**src/rtl/cpu_ctrl_pkg.sv**
```systemverilog
// Shared encodings for the multicycle CPU control unit: opcodes, writeback
// sources, fault codes, FSM states and the grouped control-strobe struct.
package cpu_ctrl_pkg;

  // Opcodes (low five bits of the IR opcode field).
  localparam logic [4:0] OpMv    = 5'b00000;
  localparam logic [4:0] OpAdd   = 5'b00001;
  localparam logic [4:0] OpSub   = 5'b00010;
  localparam logic [4:0] OpCmp   = 5'b00011;
  localparam logic [4:0] OpLd    = 5'b00100;
  localparam logic [4:0] OpSt    = 5'b00101;
  localparam logic [4:0] OpJr    = 5'b01000;
  localparam logic [4:0] OpJzr   = 5'b01001;
  localparam logic [4:0] OpJnr   = 5'b01010;
  localparam logic [4:0] OpCallr = 5'b01100;
  localparam logic [4:0] OpMvi   = 5'b10000;
  localparam logic [4:0] OpAddi  = 5'b10001;
  localparam logic [4:0] OpSubi  = 5'b10010;
  localparam logic [4:0] OpCmpi  = 5'b10011;
  localparam logic [4:0] OpMvhi  = 5'b10110;
  localparam logic [4:0] OpJ     = 5'b11000;
  localparam logic [4:0] OpJz    = 5'b11001;
  localparam logic [4:0] OpJn    = 5'b11010;
  localparam logic [4:0] OpCall  = 5'b11100;

  // Writeback source select.
  localparam logic [2:0] WbMem    = 3'b000;
  localparam logic [2:0] WbAlu    = 3'b001;
  localparam logic [2:0] WbPc     = 3'b010;
  localparam logic [2:0] WbRy     = 3'b011;
  localparam logic [2:0] WbImm8   = 3'b100;
  localparam logic [2:0] WbImm8Hi = 3'b101;

  // Fault codes.
  localparam logic [1:0] FcNone    = 2'b00;
  localparam logic [1:0] FcIllegal = 2'b01;
  localparam logic [1:0] FcTimeout = 2'b10;

  typedef enum logic [2:0] {
    StIdle,
    StFetch,
    StDecode,
    StExec,
    StMem,
    StFault
  } state_e;

  // Branch condition evaluated against the flags in EXEC.
  typedef enum logic [1:0] {
    PcNever,
    PcAlways,
    PcIfZ,
    PcIfN
  } pc_cond_e;

  typedef struct packed {
    logic       is_mem;     // ld/st go through MEM instead of EXEC
    logic       mem_we;
    pc_cond_e   pc_cond;
    logic       br_src;
    logic       reg_write;
    logic       reg_dst;
    logic [2:0] wb_src;
    logic       alu_op;
    logic       alu_src;
    logic       ext_sel;
    logic       nz_write;
  } ctrl_t;

endpackage

```
**src/rtl/cpu_ctrl_fsm_if.sv**
```systemverilog
// Control-unit bus: sequencing inputs, IR/flag inputs, memory handshake and
// datapath strobes. master = control unit, slave = datapath/memory side.
interface cpu_ctrl_fsm_if #(
  parameter int unsigned OPCODE_W = 5,
  parameter int unsigned CNT_W    = 16
);
  logic                run;
  logic                halt_req;
  logic [OPCODE_W-1:0] opcode;
  logic                flag_n;
  logic                flag_z;
  logic                mem_ready;

  logic                mem_req;
  logic                mem_sel;
  logic                mem_we;
  logic                ir_load;
  logic                pc_inc;
  logic                pc_load;
  logic                br_src;
  logic                reg_write;
  logic                reg_dst;
  logic [2:0]          wb_src;
  logic                alu_op;
  logic                alu_src;
  logic                ext_sel;
  logic                nz_write;
  logic                busy;
  logic                fault;
  logic [1:0]          fault_code;
  logic [CNT_W-1:0]    retired;

  modport master (
    input  run, halt_req, opcode, flag_n, flag_z, mem_ready,
    output mem_req, mem_sel, mem_we, ir_load, pc_inc, pc_load, br_src, reg_write, reg_dst,
           wb_src, alu_op, alu_src, ext_sel, nz_write, busy, fault, fault_code, retired
  );

  modport slave (
    output run, halt_req, opcode, flag_n, flag_z, mem_ready,
    input  mem_req, mem_sel, mem_we, ir_load, pc_inc, pc_load, br_src, reg_write, reg_dst,
           wb_src, alu_op, alu_src, ext_sel, nz_write, busy, fault, fault_code, retired
  );
endinterface

```
**src/rtl/cpu_ctrl_decode.sv**
```systemverilog
// Combinational opcode decoder: maps the IR opcode onto the control-strobe
// struct and flags opcodes outside the instruction table as illegal.
module cpu_ctrl_decode
  import cpu_ctrl_pkg::*;
#(
  parameter int unsigned OPCODE_W = 5
) (
  input  logic [OPCODE_W-1:0] opcode,
  output ctrl_t               ctrl,
  output logic                legal
);

  logic upper_zero;
  logic known_op;

  // Bits above [4:0] exist only for wider opcode fields and must be zero.
  if (OPCODE_W > 5) begin : g_upper
    assign upper_zero = ~|opcode[OPCODE_W-1:5];
  end else begin : g_no_upper
    assign upper_zero = 1'b1;
  end

  assign legal = known_op & upper_zero;

  // Opcode table.
  always_comb begin
    ctrl     = '0;
    known_op = 1'b1;
    case (opcode[4:0])
      OpMv:    begin ctrl.reg_write = 1'b1; ctrl.wb_src = WbRy; end
      OpAdd, OpSub, OpAddi, OpSubi: begin
        ctrl.reg_write = 1'b1;
        ctrl.wb_src    = WbAlu;
        ctrl.alu_op    = opcode[1];
        ctrl.alu_src   = opcode[4];
        ctrl.nz_write  = 1'b1;
      end
      OpCmp, OpCmpi: begin
        ctrl.alu_op   = 1'b1;
        ctrl.alu_src  = opcode[4];
        ctrl.nz_write = 1'b1;
      end
      OpMvi:   begin ctrl.reg_write = 1'b1; ctrl.wb_src = WbImm8; end
      OpMvhi:  begin ctrl.reg_write = 1'b1; ctrl.wb_src = WbImm8Hi; end
      OpLd:    begin ctrl.is_mem = 1'b1; ctrl.reg_write = 1'b1; ctrl.wb_src = WbMem; end
      OpSt:    begin ctrl.is_mem = 1'b1; ctrl.mem_we = 1'b1; end
      OpJr:    ctrl.pc_cond = PcAlways;
      OpJzr:   ctrl.pc_cond = PcIfZ;
      OpJnr:   ctrl.pc_cond = PcIfN;
      OpJ:     begin ctrl.pc_cond = PcAlways; ctrl.br_src = 1'b1; ctrl.ext_sel = 1'b1; end
      OpJz:    begin ctrl.pc_cond = PcIfZ;    ctrl.br_src = 1'b1; ctrl.ext_sel = 1'b1; end
      OpJn:    begin ctrl.pc_cond = PcIfN;    ctrl.br_src = 1'b1; ctrl.ext_sel = 1'b1; end
      OpCallr, OpCall: begin
        // PC already holds the return address when EXEC writes it to R7.
        ctrl.pc_cond   = PcAlways;
        ctrl.br_src    = opcode[4];
        ctrl.ext_sel   = opcode[4];
        ctrl.reg_write = 1'b1;
        ctrl.reg_dst   = 1'b1;
        ctrl.wb_src    = WbPc;
      end
      default: known_op = 1'b0;
    endcase
  end

endmodule

```
**src/rtl/cpu_ctrl_fsm.sv**
```systemverilog
// Multicycle control unit: sequences FETCH, DECODE, EXEC and MEM, drives the
// datapath strobes for each opcode, counts retired instructions and latches a
// sticky fault on illegal opcodes or memory timeouts.
module cpu_ctrl_fsm
  import cpu_ctrl_pkg::*;
#(
  parameter int unsigned OPCODE_W    = 5,
  parameter int unsigned MEM_TIMEOUT = 15,
  parameter int unsigned CNT_W       = 16
) (
  input logic            clk,
  input logic            reset,
  cpu_ctrl_fsm_if.master bus
);

  localparam int unsigned WaitW = (MEM_TIMEOUT > 1) ? $clog2(MEM_TIMEOUT) : 1;
  // wait_cnt counts cycles already spent waiting; the access faults on the
  // MEM_TIMEOUT-th request cycle without mem_ready.
  localparam logic [WaitW-1:0] WaitLast = WaitW'(MEM_TIMEOUT - 1);

  state_e           state_q;
  ctrl_t            ctrl_q;
  ctrl_t            dec_ctrl;
  logic             dec_legal;
  logic [WaitW-1:0] wait_cnt;
  logic [CNT_W-1:0] retired_q;
  logic [1:0]       fault_code_q;

  cpu_ctrl_decode #(
    .OPCODE_W (OPCODE_W)
  ) u_decode (
    .opcode (bus.opcode),
    .ctrl   (dec_ctrl),
    .legal  (dec_legal)
  );

  // State sequencing, registered decode, wait counter, retire counter, fault code.
  always_ff @(posedge clk or posedge reset) begin
    if (reset) begin
      state_q      <= StIdle;
      ctrl_q       <= '0;
      wait_cnt     <= '0;
      retired_q    <= '0;
      fault_code_q <= FcNone;
    end else begin
      case (state_q)
        StIdle: if (bus.run) state_q <= StFetch;
        StFetch: begin
          if (bus.mem_ready) begin
            wait_cnt <= '0;
            state_q  <= StDecode;
          end else if (wait_cnt == WaitLast) begin
            wait_cnt     <= '0;
            fault_code_q <= FcTimeout;
            state_q      <= StFault;
          end else begin
            wait_cnt <= wait_cnt + WaitW'(1);
          end
        end
        StDecode: begin
          if (!dec_legal) begin
            fault_code_q <= FcIllegal;
            state_q      <= StFault;
          end else begin
            ctrl_q  <= dec_ctrl;
            state_q <= dec_ctrl.is_mem ? StMem : StExec;
          end
        end
        StExec: begin
          retired_q <= retired_q + CNT_W'(1);
          state_q   <= bus.halt_req ? StIdle : StFetch;
        end
        StMem: begin
          if (bus.mem_ready) begin
            wait_cnt  <= '0;
            retired_q <= retired_q + CNT_W'(1);
            state_q   <= bus.halt_req ? StIdle : StFetch;
          end else if (wait_cnt == WaitLast) begin
            wait_cnt     <= '0;
            fault_code_q <= FcTimeout;
            state_q      <= StFault;
          end else begin
            wait_cnt <= wait_cnt + WaitW'(1);
          end
        end
        StFault: state_q <= StFault;
        default: state_q <= StIdle;
      endcase
    end
  end

  // Strobes gated by state; flags and mem_ready act within the current cycle.
  always_comb begin
    bus.mem_req    = 1'b0;
    bus.mem_sel    = 1'b0;
    bus.mem_we     = 1'b0;
    bus.ir_load    = 1'b0;
    bus.pc_inc     = 1'b0;
    bus.pc_load    = 1'b0;
    bus.br_src     = 1'b0;
    bus.reg_write  = 1'b0;
    bus.reg_dst    = 1'b0;
    bus.wb_src     = WbMem;
    bus.alu_op     = 1'b0;
    bus.alu_src    = 1'b0;
    bus.ext_sel    = 1'b0;
    bus.nz_write   = 1'b0;
    bus.busy       = (state_q != StIdle) && (state_q != StFault);
    bus.fault      = (state_q == StFault);
    bus.fault_code = fault_code_q;
    bus.retired    = retired_q;
    case (state_q)
      StFetch: begin
        bus.mem_req = 1'b1;
        bus.ir_load = bus.mem_ready;
        bus.pc_inc  = bus.mem_ready;
      end
      StExec: begin
        if (!ctrl_q.is_mem) begin
          bus.br_src    = ctrl_q.br_src;
          bus.reg_write = ctrl_q.reg_write;
          bus.reg_dst   = ctrl_q.reg_dst;
          bus.wb_src    = ctrl_q.wb_src;
          bus.alu_op    = ctrl_q.alu_op;
          bus.alu_src   = ctrl_q.alu_src;
          bus.ext_sel   = ctrl_q.ext_sel;
          bus.nz_write  = ctrl_q.nz_write;
          case (ctrl_q.pc_cond)
            PcAlways: bus.pc_load = 1'b1;
            PcIfZ:    bus.pc_load = bus.flag_z;
            PcIfN:    bus.pc_load = bus.flag_n;
            default:  bus.pc_load = 1'b0;
          endcase
        end
      end
      StMem: begin
        bus.mem_req = 1'b1;
        bus.mem_sel = 1'b1;
        bus.mem_we  = ctrl_q.mem_we;
        if (bus.mem_ready) begin
          bus.reg_write = ctrl_q.reg_write;
          bus.wb_src    = ctrl_q.wb_src;
        end
      end
      default: ;
    endcase
  end

endmodule

```
**src/flat_wrapper.sv**
```systemverilog
// flat-port wrapper written by rule: the top's interface ports become plain ports
module cpu_ctrl_fsm_flat import cpu_ctrl_pkg::*;
#(
  parameter int unsigned OPCODE_W    = 5,
  parameter int unsigned MEM_TIMEOUT = 15,
  parameter int unsigned CNT_W       = 16
)
  (clk, reset, bus_run, bus_halt_req, bus_opcode, bus_flag_n, bus_flag_z, bus_mem_ready, bus_mem_req, bus_mem_sel, bus_mem_we, bus_ir_load, bus_pc_inc, bus_pc_load, bus_br_src, bus_reg_write, bus_reg_dst, bus_wb_src, bus_alu_op, bus_alu_src, bus_ext_sel, bus_nz_write, bus_busy, bus_fault, bus_fault_code, bus_retired);
  cpu_ctrl_fsm_if #(.OPCODE_W(OPCODE_W), .CNT_W(CNT_W)) bus_i ();
  input logic clk;
  input logic reset;
  input wire logic [$bits(bus_i.run)-1:0] bus_run;
  input wire logic [$bits(bus_i.halt_req)-1:0] bus_halt_req;
  input wire logic [$bits(bus_i.opcode)-1:0] bus_opcode;
  input wire logic [$bits(bus_i.flag_n)-1:0] bus_flag_n;
  input wire logic [$bits(bus_i.flag_z)-1:0] bus_flag_z;
  input wire logic [$bits(bus_i.mem_ready)-1:0] bus_mem_ready;
  output wire logic [$bits(bus_i.mem_req)-1:0] bus_mem_req;
  output wire logic [$bits(bus_i.mem_sel)-1:0] bus_mem_sel;
  output wire logic [$bits(bus_i.mem_we)-1:0] bus_mem_we;
  output wire logic [$bits(bus_i.ir_load)-1:0] bus_ir_load;
  output wire logic [$bits(bus_i.pc_inc)-1:0] bus_pc_inc;
  output wire logic [$bits(bus_i.pc_load)-1:0] bus_pc_load;
  output wire logic [$bits(bus_i.br_src)-1:0] bus_br_src;
  output wire logic [$bits(bus_i.reg_write)-1:0] bus_reg_write;
  output wire logic [$bits(bus_i.reg_dst)-1:0] bus_reg_dst;
  output wire logic [$bits(bus_i.wb_src)-1:0] bus_wb_src;
  output wire logic [$bits(bus_i.alu_op)-1:0] bus_alu_op;
  output wire logic [$bits(bus_i.alu_src)-1:0] bus_alu_src;
  output wire logic [$bits(bus_i.ext_sel)-1:0] bus_ext_sel;
  output wire logic [$bits(bus_i.nz_write)-1:0] bus_nz_write;
  output wire logic [$bits(bus_i.busy)-1:0] bus_busy;
  output wire logic [$bits(bus_i.fault)-1:0] bus_fault;
  output wire logic [$bits(bus_i.fault_code)-1:0] bus_fault_code;
  output wire logic [$bits(bus_i.retired)-1:0] bus_retired;
  assign bus_i.run = bus_run;
  assign bus_i.halt_req = bus_halt_req;
  assign bus_i.opcode = bus_opcode;
  assign bus_i.flag_n = bus_flag_n;
  assign bus_i.flag_z = bus_flag_z;
  assign bus_i.mem_ready = bus_mem_ready;
  assign bus_mem_req = bus_i.mem_req;
  assign bus_mem_sel = bus_i.mem_sel;
  assign bus_mem_we = bus_i.mem_we;
  assign bus_ir_load = bus_i.ir_load;
  assign bus_pc_inc = bus_i.pc_inc;
  assign bus_pc_load = bus_i.pc_load;
  assign bus_br_src = bus_i.br_src;
  assign bus_reg_write = bus_i.reg_write;
  assign bus_reg_dst = bus_i.reg_dst;
  assign bus_wb_src = bus_i.wb_src;
  assign bus_alu_op = bus_i.alu_op;
  assign bus_alu_src = bus_i.alu_src;
  assign bus_ext_sel = bus_i.ext_sel;
  assign bus_nz_write = bus_i.nz_write;
  assign bus_busy = bus_i.busy;
  assign bus_fault = bus_i.fault;
  assign bus_fault_code = bus_i.fault_code;
  assign bus_retired = bus_i.retired;
  cpu_ctrl_fsm #(.OPCODE_W(OPCODE_W), .MEM_TIMEOUT(MEM_TIMEOUT), .CNT_W(CNT_W)) u_core (.clk(clk), .reset(reset), .bus(bus_i));
endmodule
```
**config.mk**
```make
export PLATFORM = sky130hd
export DESIGN_NAME = cpu_ctrl_fsm_flat
export DESIGN_NICKNAME = d
export VERILOG_FILES = /design/src/rtl/cpu_ctrl_pkg.sv /design/src/rtl/cpu_ctrl_fsm_if.sv /design/src/rtl/cpu_ctrl_decode.sv /design/src/rtl/cpu_ctrl_fsm.sv /design/src/flat_wrapper.sv
export SDC_FILE = /design/constraint.sdc
export NUM_CORES = 1
export LEC_CHECK = 0
export ABC_AREA = 1
export CAP_MARGIN = 5
export CORE_MARGIN = 2
export CORE_UTILIZATION = 35
export DETAILED_ROUTE_END_ITERATION = 8
export PLACE_DENSITY_LB_ADDON = 0.1
export SYNTH_ARGS = -nofsm -noshare
export SYNTH_HDL_FRONTEND = slang
export SYNTH_SLANG_ARGS = --single-unit
export TNS_END_PERCENT = 100
```
**constraint.sdc**
```tcl
create_clock -name clk -period 1.6 [get_ports clk]
set_input_delay 0.16 -clock clk [delete_from_list [all_inputs] [get_ports clk]]
set_output_delay 0.16 -clock clk [all_outputs]
set_load 0.1 [all_outputs]
```
# --- After elaboration in Yosys (flattened, before gate mapping) ---
# Cells that the tools add are included.
totals:
  register_bits: 38
  input_bits: 12
  out_inout_bits: 36
  elab_cells: 119
classes:
  add_sub_neg: 2
  n_eq_ne: 33
  n_mux: 49
  reduce_logical: 21
ops:
  columns: ["cell", "count"]
  rows:
  - ["equality test 5 bit, second input constant", 9]
  - ["case mux 16 bit (2 select lines)", 1]
  - ["2-to-1 mux 1 bit", 25]
  - ["2-to-1 mux 3 bit", 8]
  - ["equality test 5 x 4 -> 1 bit, second input constant", 4]
  - ["OR reduction 19 bit", 1]
  - ["case mux 3 bit (6 select lines)", 1]
  - ["adder 16 x 1 -> 16 bit, second input constant", 1]
  - ["2-to-1 mux 16 bit", 1]
  - ["case mux 3 bit (5 select lines)", 1]
  - ["OR reduction 2 bit", 6]
  - ["equality test 5 x 2 -> 1 bit, second input constant", 2]
  - ["equality test 5 x 3 -> 1 bit, second input constant", 2]
  - ["OR reduction 10 bit", 1]
  - ["2-to-1 mux 4 bit", 2]
  - ["inequality test 2 bit, second input constant", 4]
  - ["case mux 2 bit (2 select lines)", 2]
  - ["OR reduction 4 bit", 2]
  - ["equality test 3 x 2 -> 1 bit, second input constant", 2]
  - ["equality test 3 bit, second input constant", 2]
  - ["2-to-1 mux 2 bit", 3]
  - ["case mux 2 bit (3 select lines)", 1]
  - ["case mux 3 bit (2 select lines)", 1]
  - ["OR reduction 6 bit", 1]
  - ["other kinds (18)", 22]

# --- Logic depth before layout (Yosys ltp) ---
# Gate-level depths: netlist (run 1).
logic_depth:
  ltp_word: 6
  ltp_mapped: 12

# --- Cells and area by module ---
# From an unflattened synthesis (run 1), not the netlist that was laid out.
unflattened:
  hier_cells: 338
  area_unflattened_um2: 2433.6
by_module_without_submodules:
  columns: ["mod", "instances", "cells_per_inst", "area_each_um2", "seq_area_each_um2"]
  rows:
  - ["cpu_ctrl_fsm", 1, 284, 2152.1, 975.9]
  - ["cpu_ctrl_decode", 1, 54, 281.5, 0.0]

# --- Worst setup path after synthesis (run 1) ---
# OpenSTA, ideal clock, no wires.
synth_path:
  kind: "flip-flop to flip-flop"
  startpoint: "register u_core.state_q[0]"
  endpoint: "register u_core.state_q[0]"
  setup_ns: 0.063
  t_arrival_ns: 4.361
  setup_slack_ns: -2.824
  path_stages_with_launch: 7
  path_buffers: 0
  path_cell_list: "dfrtp_1 > inv_2 > nor3_1 > nor2_1 > nand4_1 > nand2_1 > inv_1"
synth_lines:
  columns: ["element", "line", "rtl"]
  rows:
  - ["start: declaration", "cpu_ctrl_fsm.sv:21", "state_e state_q;"]
  - ["start signal: assignment", "cpu_ctrl_fsm.sv:40", "state_q <= StIdle;"]
  - ["start signal: assignment", "cpu_ctrl_fsm.sv:47", "StIdle: if (bus.run) state_q <= StFetch;"]
  - ["start signal: assignment", "cpu_ctrl_fsm.sv:51", "state_q <= StDecode;"]
  - ["equality test 3 bit", null, null]
  - ["net bus_fault", "flat_wrapper.sv:33", "output wire logic [$bits(bus_i.fault)-1:0] bus_fault;"]
  - ["case mux 3 bit (6 select lines)", "cpu_ctrl_fsm.sv:46", "case (state_q)"]
# The timed path passes the listed nets, and every way through them passes these cells.
# A chain may end at the register's enable or synchronous reset.

# --- Worst setup path in the final report (run 1) ---
layout_path:
  startpoint: "register u_core.state_q[2]"
  endpoint: "output port bus_br_src"
layout_between:
  elab_chain_len: 2
layout_lines:
  columns: ["element", "line", "rtl"]
  rows:
  - ["equality test 3 x 2 -> 1 bit", "cpu_ctrl_fsm.sv:112", "case (state_q)"]
  - ["2-to-1 mux 1 bit", null, null]
  - ["end: declaration", "flat_wrapper.sv:24", "output wire logic [$bits(bus_i.br_src)-1:0] bus_br_src;"]
# No other way between the ends.

==> flow_summary.yaml, run 1 <==
critical_path:
  worstPathRequired_ns: 1.44
  cp-start-kind: "register"
  worst_ep_arrival_time_ns: 1.59
  crit_type: "reg2out"
  crit_fanout: 4
  endpoint_kind: "output pin"
yosys:
  yosysSeqAreaShare: 0.426
  synth_nets: 305
  yosys.area.top_type: "dfrtp_1"
  synth_seq_cells: 38
  synth_top_area_share: 0.426
  synth_warnings: 0
  synth.avg_cell_area_um2: 7.69
  synth_cell_type_count: 31
  synth_area_leaders: "dfrtp_1 (43%), nand2_1 (14%), inv_1 (6.4%)"
  netlist_instances: 290
  syn_area_um2: 2230
routing:
  drt_iter0_markers: 46
  wl_per_cell_um: 11.7
  finalWirelength_um: 5360
  via_per_inst: 4.70
  final_antenna_net_count: 0
  drc_errors: 0
  via_count: 2156
  firstDrtPassIters: 4
floorplan:
  die_y_um: 83.8
  die_w_um: 83.8
  rows: 29
  core-area_um2: 6240
  start_util: 0.357
  dieArea_um2: 7030
  io_pins: 48
power_and_ir_drop:
  p_total_mw: 6.31
  ir_drop_uv: 1820
  power.density_nw_per_um2: 1670
  cellLeakagePower_nw: 1.76
timing:
  setup_viol: 11
  finalMaxSlewViolations: 0
  setup_ws_ns: -0.152
  skew_ns: 0.00730
  fin_crit_sh: 1.10
  tightest_slew_ns: 0.356
  fmax_mhz: 571
  relSlewSlack: 0.762
  period_needed_ns: 1.75
  rsz0062_at_grt: "true"
  final-hold-violation-count: 0
clock_tree:
  root_buffer: "clkbuf_8"
  insertion_delay_ns: 0.29
  cts_made_buffers: 5
  cts_max_path_buffers: 2
  h-tree-depth: 2
  cts_tree: "yes"
  clk_pin_slew_ns: 0.08
  cts_sinks: 38
placed_design:
  portBuffers: 47
  gp_congestion: 0.870
  post-dp-hpwl_um: 4310
  dp_cells: 445
  place_area_um2: 3580
grt:
  grt_pass1_wl_um: 9270
  first_global_vias: 2177
  grt_usage: 0.160
  grt_max_degree: 39
  overflow: 0
  antenna_found_initial: 0
finish:
  nets: 396
  layout.cells.non_filler: 459
  area_delta_synth_final_pct: 69.4
  final_common_cell: "nand2_1"
  diodes: 0
  fin_area_um2: 3780
  layout_common_cells: "nand2_1 (75), buf_12 (39), buf_4 (39)"
  drive_above_1_share: 0.421
status:
  status: "complete, but fails checks"
  violations: "setup timing"
min_path:
  hold_class: "in2async"
flow_run:
  cap_violations: 0
Yosys cell counts:
cell / count
nand3_2: 1
nor3_1: 7
nand3_1: 20
inv_2: 4
xnor2_1: 7
nand4_1: 5
o211ai_1: 2
nand2_1: 81
buf_4: 3
nor2_1: 28
ha_1: 3
o2111ai_1: 1
o22ai_1: 2
or2_2: 1
buf_2: 1
o21ai_2: 10
nand3b_1: 2
o21ai_0: 6
buf_6: 3
buf_8: 1
o21ai_1: 3
nand2_2: 7
nor2_2: 3
and3_1: 1
dfrtp_1: 38
nor2_4: 1
xor2_1: 8
clkbuf_1: 1
inv_1: 38
nand2_4: 1
a31oi_1: 1
metrics by stage:
step	TNS, ns	util	setup slack (ns)	hold WS, ns
3_3_place_gp	-3.01	0.573	-0.198	0.465
5_1_grt	-2.14	0.606	-0.222	0.274
3_5_place_dp	-3.63	0.573	-0.243	0.471
4_1_cts	-1.30	0.599	-0.146	0.229
6_report	-1.17	0.606	-0.152	0.225
2_1_floorplan	-7.83	-	-0.432	0.316
kinds of logic after synthesis:
family                     share of synthesized area
AOI/OAI and AO/OA                             0.0785
xor gates and xnor gates                      0.0589
and+or+nand+nor                                0.313
DFF                                            0.426
buffers and inverters                          0.107
adders and majority gates                     0.0168
worst max-delay path: stages, from the launching register on:
cell and delay [ns]:
dfrtp_1 0.39, inv_2 0.08, nand3_2 0.08, or2_4 0.27
buf_12 0.14, nor2_4 0.16, buf_12 0.19
power by group:
group | internal (mW) | switching, mW
Sequential | 1.27 | 0.301
Combinational | 1.57 | 2.49
Clock | 0.348 | 0.335
final cells by class:
type / count / area (um2)
fill: 535 / 2460
clock inverter: 1 / 5.00
tap: 77 / 96.3
timing repair buffer: 93 / 1230
clock buffer: 7 / 86.3
multi-input combinational: 201 / 1220
inverter: 42 / 163
sequential: 38 / 973
metal layers:
layer  track usage  vias up  part of all wire
met4        0.0645        0             0.031
met1         0.185     1011              0.42
met3        0.0277       17             0.030
li1              -     1084                 -
met5             0        -                 0
met2         0.289       44              0.52
final timing paths:
check | from | endpoint | slack (ns) | cells after the start
max in group asynchronous | reset | u_core.bus.retired[0] | 1.17 | 3
min in group clk | bus_opcode[0] | u_core.ctrl_q[10] | 0.39 | 4
worst max register to register | u_core.state_q[0] | u_core.bus.retired[5] | 0.11 | 8
worst min register to register | u_core.ctrl_q[4] | u_core.ctrl_q[4] | 0.49 | 2
worst min-delay path | reset | u_core.bus.retired[4] | 0.23 | 3
worst max-delay path | u_core.state_q[2] | bus_br_src | -0.15 | 6
registers in the layout, summed over array words and instances, names as in the netlist:
| register | count |
|---|---|
| u_core.bus.retired | 16 |
| u_core.ctrl_q | 13 |
| u_core.wait_cnt | 4 |
| u_core.state_q | 3 |
| u_core.bus.fault_code | 2 |
what timing repair did:
action                                 4_1_cts  5_1_grt
endpoints found under the hold margin        0        0
pin swaps                                    6        8
gates cloned                                 0        0
setup buffers                                4        3
gates resized for setup                      9        8
setup endpoints to repair                   13       32
hold buffers                                 0        0
Power figures use the tool's default switching activity.
==> run 2, diff against run 1 <==
REMOVE_ABC_BUFFERS = 1   (was not set)
==> run 2 against run 1 <==
Against the previous run: the run still ends with setup timing left; final area grew 1.1%; sequential share of layout area shrank 0.86 points; cell count grew 2.8%; core utilization grew 0.64 points; clock skew is essentially flat; routed wire length grew 8.5%; global-route usage grew 0.86 points; sequential power shrank 5%.
==> flow_summary.yaml, run 2 (synthesis gave the netlist of run 1 again) <==
power_and_ir_drop:
  swShare: 0.500
  p_clk_frac: 0.110
  ir_drop_uv: 1160
  combPwrFrac: 0.656
  p_int_mw: 3.18
  power.density_nw_per_um2: 1660
  seqPwrFrac: 0.234
  switchingPower_mw: 3.18
  cellLeakagePower_nw: 1.82
  p_total_mw: 6.35
grt:
  grt_max_degree: 39
  grt_usage: 0.168
  grt_pass1_wl_um: 9380
  antenna_found_initial: 0
  overflow: 0
  first_global_vias: 2115
timing:
  setup_ws_ns: -0.155
  final-hold-violation-count: 0
  period_needed_ns: 1.76
  fmax_mhz: 570
  holdWs_ns: 0.296
  finalMaxSlewViolations: 0
  fin_crit_sh: 1.10
  skew_ns: 0.00695
  relSlewSlack: 0.678
  tns_ns: -1.69
  rsz0062_at_grt: "true"
  tightest_slew_ns: 0.483
  setup_viol: 16
floorplan:
  dieArea_um2: 7030
  die_y_um: 83.8
  die_w_um: 83.8
  rows: 29
  core-area_um2: 6240
  start_util: 0.357
  io_pins: 48
routing:
  via_count: 2204
  drt_iter0_markers: 56
  maxUsedRoutingLayer: "met4"
  firstDrtPassIters: 4
  met1Wirelength_um: 2470
  final_antenna_net_count: 0
  wl_per_cell_um: 12.3
  drc_errors: 0
  wl_met2_um: 3020
  via_per_inst: 4.67
  finalWirelength_um: 5810
  met3WireLength_um: 215
finish:
  diodes: 0
  drive_above_1_share: 0.403
  area_delta_synth_final_pct: 71.2
  fin_area_um2: 3820
  nets: 409
  final_common_cell: "nand2_1"
  layout_common_cells: "nand2_1 (78), buf_4 (53), dfrtp_1 (38)"
  largest_register_ffs: 16
critical_path:
  crit_top_cell: "buf_6"
  critical_path.cell_chain: "nand3_2 > or2_4 > buf_6 > nor2_4 > buf_6 > buf_12"
  worstPathRequired_ns: 1.44
  cp-start-kind: "register"
  cp_slowest_cell: "dfrtp_1"
  crit_type: "reg2out"
  endpoint_kind: "output pin"
  worst_ep_arrival_time_ns: 1.60
  slowest_delay_ns: 0.44
  crit_fanout: 4
clock_tree:
  clk_pin_slew_ns: 0.08
  root_buffer: "clkbuf_8"
  cts_max_path_buffers: 2
  cts_made_buffers: 5
  cts_sinks: 38
  insertion_delay_ns: 0.29
  cts_tree: "yes"
  h-tree-depth: 2
  cts_hold_buffers: 0
status:
  violations: "setup timing"
  status: "complete, but fails checks"
placed_design:
  place_area_um2: 3470
  gp_congestion: 0.892
  portBuffers: 47
  post-dp-hpwl_um: 4330
flow_run:
  cap_violations: 0
min_path:
  hold_class: "in2async"
[run 2: changes by cell type in the layout (fill, tap and decap cells not counted), sizes merged]
| cell | before | now |
|---|---|---|
| clkinvlp | 0 | 1 |
| clkbuf | 7 | 6 |
| buf | 82 | 95 |
[run 2: layout make-up]
cell class                      instances  area [um2]
Fill cell                             535        2420
Timing Repair Buffer                  106        1310
Multi-Input combinational cell        201        1210
Sequential cell                        38         951
Inverter                               42         160
Tap cell                               77        96.3
Clock buffer                            6        82.6
Clock inverter                          2        12.5
[run 2: layer usage]
metal	up-vias	global-route usage
met5	-	0
met4	0	0.0528
met3	9	0.0415
met2	50	0.296
met1	1033	0.202
li1	1112	-
[run 2: path summary, 6_finish.rpt]
check                                  start               endpoint  slack (ns)  depth (start not counted)
hold / removal                         reset  u_core.bus.retired[4]        0.30                          3
hold reg to reg             u_core.ctrl_q[4]       u_core.ctrl_q[4]        0.50                          2
max in group asynchronous              reset      u_core.ctrl_q[12]        0.96                          3
setup / recovery           u_core.state_q[1]            bus_ext_sel       -0.16                          6
min in group clk               bus_opcode[4]       u_core.ctrl_q[2]        0.34                          3
setup reg to reg           u_core.state_q[1]  u_core.bus.retired[4]        0.04                         10
[run 2: metrics by stage]
stage	std cells	worst slack, ns	util
finish	472	-0.155	0.612
global route	472	-0.235	0.612
CTS	468	-0.181	0.595
detailed placement	456	-0.192	0.557
global placement	456	-0.168	0.557
floorplan	281	-2.82	-
[run 2: critical path: cells and delay by family (launching register included)]
kind                   cells  cell delay [ns]
AND/OR/NAND/NOR            3             0.45
flip-flops                 1             0.44
buffers and inverters      3             0.41
[run 2: repair_timing]
action	4_1_cts	5_1_grt
resized for setup	34	20
buffers inserted	4	4
pin swaps	9	4
setup endpoints to repair	15	50
[run 2: power groups by stage]
| stage | sequential, mW | clock, mW | combinational [mW] |
|---|---|---|---|
| after floorplan | 2.06 | 0 | 1.57 |
| after global placement | 1.49 | 0 | 3.66 |
| after detailed placement | 1.49 | 0 | 3.71 |
| after CTS | 1.49 | 0.726 | 3.94 |
| after global routing | 1.53 | 0.750 | 4.42 |
| final | 1.49 | 0.697 | 4.17 |
